--- config.mk ---
export PLATFORM = sky130hd
export DESIGN_NAME = iter_shifter
export DESIGN_NICKNAME = d
export VERILOG_FILES = /design/src/rtl/iter_shifter.sv
export SDC_FILE = /design/constraint.sdc
export NUM_CORES = 1
export LEC_CHECK = 0
export ABC_AREA = 1
export CORE_AREA = 2 2 93 95
export DETAILED_ROUTE_END_ITERATION = 6
export DIE_AREA = 0 0 95 97
export MAX_ROUTING_LAYER = met4
export PLACE_DENSITY = 0.66
export SLEW_MARGIN = 20
export SYNTH_ARGS = -nofsm -noshare
export SYNTH_HDL_FRONTEND = slang
export SYNTH_SLANG_ARGS = --single-unit
export TNS_END_PERCENT = 5
--- constraint.sdc ---
create_clock -name clk -period 2.9 [get_ports clk]
set_input_delay 0.435 -clock clk [delete_from_list [all_inputs] [get_ports clk]]
set_output_delay 0.435 -clock clk [all_outputs]
set_load 0.01 [all_outputs]
--- src/rtl/iter_shifter.sv ---
// Iterative barrel-shifter replacement: shifts, rotates or sign-extends one bit per cycle.
// A start is accepted only from IDLE; done pulses for exactly one cycle, and then result holds its value.
module iter_shifter #(
  parameter int WIDTH   = 32,
  parameter int SHAMT_W = 5
) (
  input  logic               clk,
  input  logic               rst,
  input  logic               start,
  input  logic [1:0]         op,
  input  logic [WIDTH-1:0]   num,
  input  logic [SHAMT_W-1:0] shamt,
  output logic               busy,
  output logic               done,
  output logic [WIDTH-1:0]   result
);

  typedef enum logic [1:0] {
    IDLE  = 2'b00,
    SHIFT = 2'b01,
    DONE  = 2'b10
  } state_t;

  typedef enum logic [1:0] {
    OP_SLL = 2'b00,
    OP_SRL = 2'b01,
    OP_SRA = 2'b10,
    OP_ROR = 2'b11
  } op_t;

  state_t             state, state_next;
  op_t                op_q;
  logic [WIDTH-1:0]   work;
  logic [WIDTH-1:0]   work_shifted;
  logic [SHAMT_W-1:0] count;
  logic               accept;

  assign accept = (state == IDLE) && start;

  // NOTE: sequential state uses non-blocking (<=) so every flop samples pre-edge values.
  always_ff @(posedge clk) begin
    if (rst) state <= IDLE;
    else     state <= state_next;
  end

  // NOTE: default assignment first so no path leaves state_next unassigned (no latch).
  always_comb begin
    state_next = state;
    unique case (state)
      IDLE:    if (start) state_next = (shamt != '0) ? SHIFT : DONE;
      SHIFT:   if (count == SHAMT_W'(1)) state_next = DONE;
      DONE:    state_next = IDLE;
      default: state_next = IDLE;
    endcase
  end

  always_comb begin
    busy = (state != IDLE);
    done = (state == DONE);
  end

  // SRA never changes the MSB, so work[WIDTH-1] is always the captured sign bit.
  always_comb begin
    work_shifted = work;
    unique case (op_q)
      OP_SLL: work_shifted = {work[WIDTH-2:0], 1'b0};
      OP_SRL: work_shifted = {1'b0, work[WIDTH-1:1]};
      OP_SRA: work_shifted = {work[WIDTH-1], work[WIDTH-1:1]};
      OP_ROR: work_shifted = {work[0], work[WIDTH-1:1]};
      default: work_shifted = work;
    endcase
  end

  // SHIFT is entered only with count >= 1 and left at count == 1, so count never wraps.
  always_ff @(posedge clk) begin
    if (rst) begin
      work  <= '0;
      count <= '0;
      op_q  <= OP_SLL;
    end else if (accept) begin
      work  <= num;
      count <= shamt;
      op_q  <= op_t'(op);
    end else if (state == SHIFT) begin
      work  <= work_shifted;
      count <= count - SHAMT_W'(1);
    end
  end

  assign result = work;

endmodule

### After elaboration in Yosys (flattened, before gate mapping)

Index checks and enable logic that the tools add are counted.
Widths: inputs -> output; s select.

* register bits: 41
* output and inout bits: 34
* logic and storage cells: 32

* reductions and logical operators: 8
* eq/ne operators: 9
* add/subtract/negate cells: 1
* muxes and demuxes: 9

Operators by type and width (number)
* $pmux 32 s4: 1
* $mux 32: 2
* $mux 5: 2
* $eq 2x2->1 const B: 3
* $mux 2: 3
* $ne 2x2->1 const B: 3
* $eq 5x1->1 const B: 1
* $reduce_bool 5->1: 1
* $sub 5x1->5 const B: 1
* $eq 2x1->1 const B: 2
* $logic_not 2->1: 2
* $pmux 2 s2: 1
* $reduce_and 2->1: 2
* $reduce_bool 2->1: 2
* $logic_and 1x1->1: 1

### Depth between registers and ports, before layout

* depth after elaboration: 4
* depth in mapped cells: 8
* gate-level depth less buffers: 7

### Worst setup path before layout

OpenSTA, ideal clock, no wires.

* path kind: flip-flop to flip-flop
* start: reg state[1]
* end: reg work[26], in the netlist result[26]
* slack: 1752 ps
* stages on the path, launching flop included: 8
* data required time: 2778 ps
* data arrival time: 1026 ps
* cells stage by stage: dfxtp_1 > inv_1 > nand2_4 > inv_4 > buf_4 > or2_0 > nand2_1 > a21oi_2

* cells in the longest elaborated chain, start to end: 3
* elaborated cells between the ends (all ways): 5
* classes of those cells: eq/ne: 1; mux: 1; reduce/logical: 3

RTL lines
* start: declaration: line 31 `state_t state, state_next;`
* start signal: assignment: line 43 `else state <= state_next;`
* $logic_not 2->1: line 38 `assign accept = (state == IDLE) && start;`
* $logic_and 1x1->1: line 38
* $mux 32 / $reduce_bool 2->1 (equally long branches)
* end signal: assignment: line 81 `work <= num;`
* end signal: assignment: line 85 `work <= work_shifted;`
* end: declaration: line 33 `logic [WIDTH-1:0] work;`

Several ways; a longest one is shown, not always the timed one.
A chain may end at the register's enable or synchronous reset.

==> flow_summary.json <==
{
  "cts_resized": 0,
  "final_hold_viol_count": 0,
  "hp-class": "flip-flop to flip-flop",
  "setup_tns_ns": 0,
  "holdCritStartpoint": "op_q[0]",
  "via_count": 2457,
  "yosys_most_used_dff": "dfxtp_1",
  "yosysUniqueCellTypes": 28,
  "synth_edf_count": 0,
  "drtAntennaViolNets": 0,
  "cts-buffers-inserted": 5,
  "synth_seq_cells": 41,
  "seq_area_frac_synth": 0.341,
  "avgRoutedWirePerCell_um": 11.9,
  "dieHeight_um": 97,
  "fin_skew_ns": 0.00484,
  "cap_viol_max_count": 0,
  "hold_depth": 2,
  "cts_setup_buffers": 0,
  "rr_startpoint": "state[0]",
  "yosys_warnings": 0,
  "hold_ws_ns": 0.525,
  "yosysTopAreaCellShare": 0.341,
  "critPathKind": "input port to flip-flop",
  "netlist_instances": 362,
  "setup_violations": 0,
  "clockBufferDepth": 2,
  "die_w_um": 95,
  "start_util": 0.296,
  "area_delta_synth_final_pct": 35.8,
  "wl_mm": 6.32,
  "pre_cts_slack_ns": 0.644,
  "grt_setup_unrepaired": "false",
  "syn_avg_cell_area_um2": 6.65,
  "antenna_found_initial": 0,
  "total_power_mw": 1.70,
  "synthesis.area_mm2": 0.00241,
  "fin_crit_sh": 0.669,
  "p_switching_mw": 0.583,
  "seqPwrFrac": 0.417,
  "switching_share": 0.343,
  "required_ns": 3.12,
  "path_max_fanout": 36,
  "drt_iter0_markers": 124,
  "worst_pin_slew_ns": 0.928,
  "grt.overflow.total": 0,
  "relSlewSlack": 0.380,
  "comb_power_share": 0.360,
  "route.detailed.drc": 0,
  "htreeDepth": 2,
  "synth_top_cell_by_area": "dfxtp_1",
  "regToRegSetupSlack_ns": 1.33,
  "hold_buffers": 0,
  "core_area_mm2": 0.00813,
  "grt_pass1_wl_mm": 10.5,
  "cts_sinks": 41,
  "layout-drive-gt1-share": 0.0776,
  "cp-end-kind": "flip-flop",
  "clk_pin_slew_ns": 0.08,
  "p_leak_nw": 1.32,
  "post-route-util": 0.402,
  "hpwlAfterDp_mm": 4.30,
  "fin_ws_ns": 0.960,
  "clkPwrFrac": 0.222,
  "min_period_ns": 1.94,
  "cts_root_buffer": "clkbuf_8",
  "tritoncts": "done",
  "clock_latency_ns": 0.28,
  "vias_per_cell": 4.64,
  "cp_data_arrival_time_ns": 2.16,
  "synth_area_leaders": "dfxtp_1 (34%), nand2_1 (19%), nand3_1 (7.9%), a21oi_1 (6.2%), o21ai_0 (6.2%)",
  "grt_pass1_vias": 2267,
  "routabilityCongestion": 0.717,
  "antenna_cells": 0,
  "yosysMostFrequentCell": "nand2_1",
  "drv_slew": 0,
  "postSynthNetCount": 406,
  "r2r_end": "result[31]",
  "status": "complete, no violations",
  "grt_usage": 0.143,
  "pin_count": 76,
  "min_to": "op_q[0]",
  "io_buffer_count": 75,
  "fmax_mhz": 515,
  "layout.nets": 469,
  "netlist_top_cells_count": "nand2_1 (120), dfxtp_1 (41), nand3_1 (38)",
  "irDropWorstVdd_v": 0.000190,
  "grt_max_degree": 65,
  "die-area_mm2": 0.00922,
  "p_per_area_mw_per_mm2": 520,
  "synthArstFlopShare": 0,
  "cellInternalPower_mw": 1.12,
  "critPathLaunchType": "input port",
  "row_count": 33,
  "crit_start": "rst",
  "drt-pass1-iter-count": 5,
  "r2r_cells": 6
}
-- critical path, cell delays in order --
cell	delay, ns
clkdlybuf4s50_1	0.54
inv_1	0.74
o21ai_0	0.27
a21oi_2	0.16
-- logic make-up (layout without fill, tap and decap cells) --
family,count (synthesis),count (layout),synth area share
compound gates,72,72,0.164
xor+xnor,1,1,0.00364
fa+ha+maj,2,2,0.0104
buf+inv,36,99,0.0764
flops,41,41,0.341
simple gates,210,210,0.405
-- power groups by stage --
stage          sequential, mW  clock (mW)  combinational [mW]
2_1_floorplan           0.732           0               0.369
3_3_place_gp            0.720           0               0.608
3_5_place_dp            0.722           0               0.617
4_1_cts                 0.709       0.394               0.620
5_1_grt                 0.720       0.419               0.690
6_report                0.709       0.378               0.613
-- final cells by class --
cell class,instances,area [um^2]
well taps,105,131
flip-flops and latches,41,821
clock buffers,7,86.3
inverters,15,58.8
repair buffers,77,766
multi-input cells,285,1410
fillers,862,4870
-- layer usage --
metal	track usage	wire (um)
met3	0.0319	410
met5	-	0
met1	0.187	2900
met4	0.0301	34
met2	0.226	2970
-- layout by cell type, fill, tap and decap left out --
cell type,synthesis,final
a21oi_2,6,6
nor2_1,10,9
o211ai_1,1,1
inv_1,14,14
ha_1,2,2
nand2_4,3,3
nor3_1,1,1
nand3_2,5,5
inv_4,1,1
o21ai_1,3,3
clkdlybuf4s50_1,0,75
or2_0,19,19
or2_1,5,5
xor2_1,1,1
a211oi_2,1,1
nor2_2,1,2
nand2_1,120,120
nand3b_1,1,1
nand3_1,38,38
clkbuf_1,3,1
clkbuf_8,0,6
a21oi_1,30,30
nand2_2,1,1
dfxtp_1,41,41
or2_2,6,6
buf_4,2,2
o21ai_0,30,30
a31oi_1,1,1
-- per-stage QoR --
step,cells,cell area (um^2)
global placement,523,3180
floorplan,362,2410
finish,530,3270
CTS,530,3270
global route,530,3270
detailed placement,523,3180
-- state kept, by name, indices dropped and copies added (netlist names) --
| name | cells |
|---|---|
| result | 32 |
| count | 5 |
| op_q | 2 |
| state | 2 |
-- how the worst max path moves through the flow --
stage | cells past startpoint | slack (ns) | end
after detailed placement | 4 | 0.64 | result[11]
after global placement | 4 | 0.73 | result[26]
final | 4 | 0.96 | result[11]
after floorplan | 7 | 1.75 | result[26]
after global routing | 4 | 0.81 | result[13]
after CTS | 4 | 0.96 | result[11]
Power figures use the tool's default switching activity.
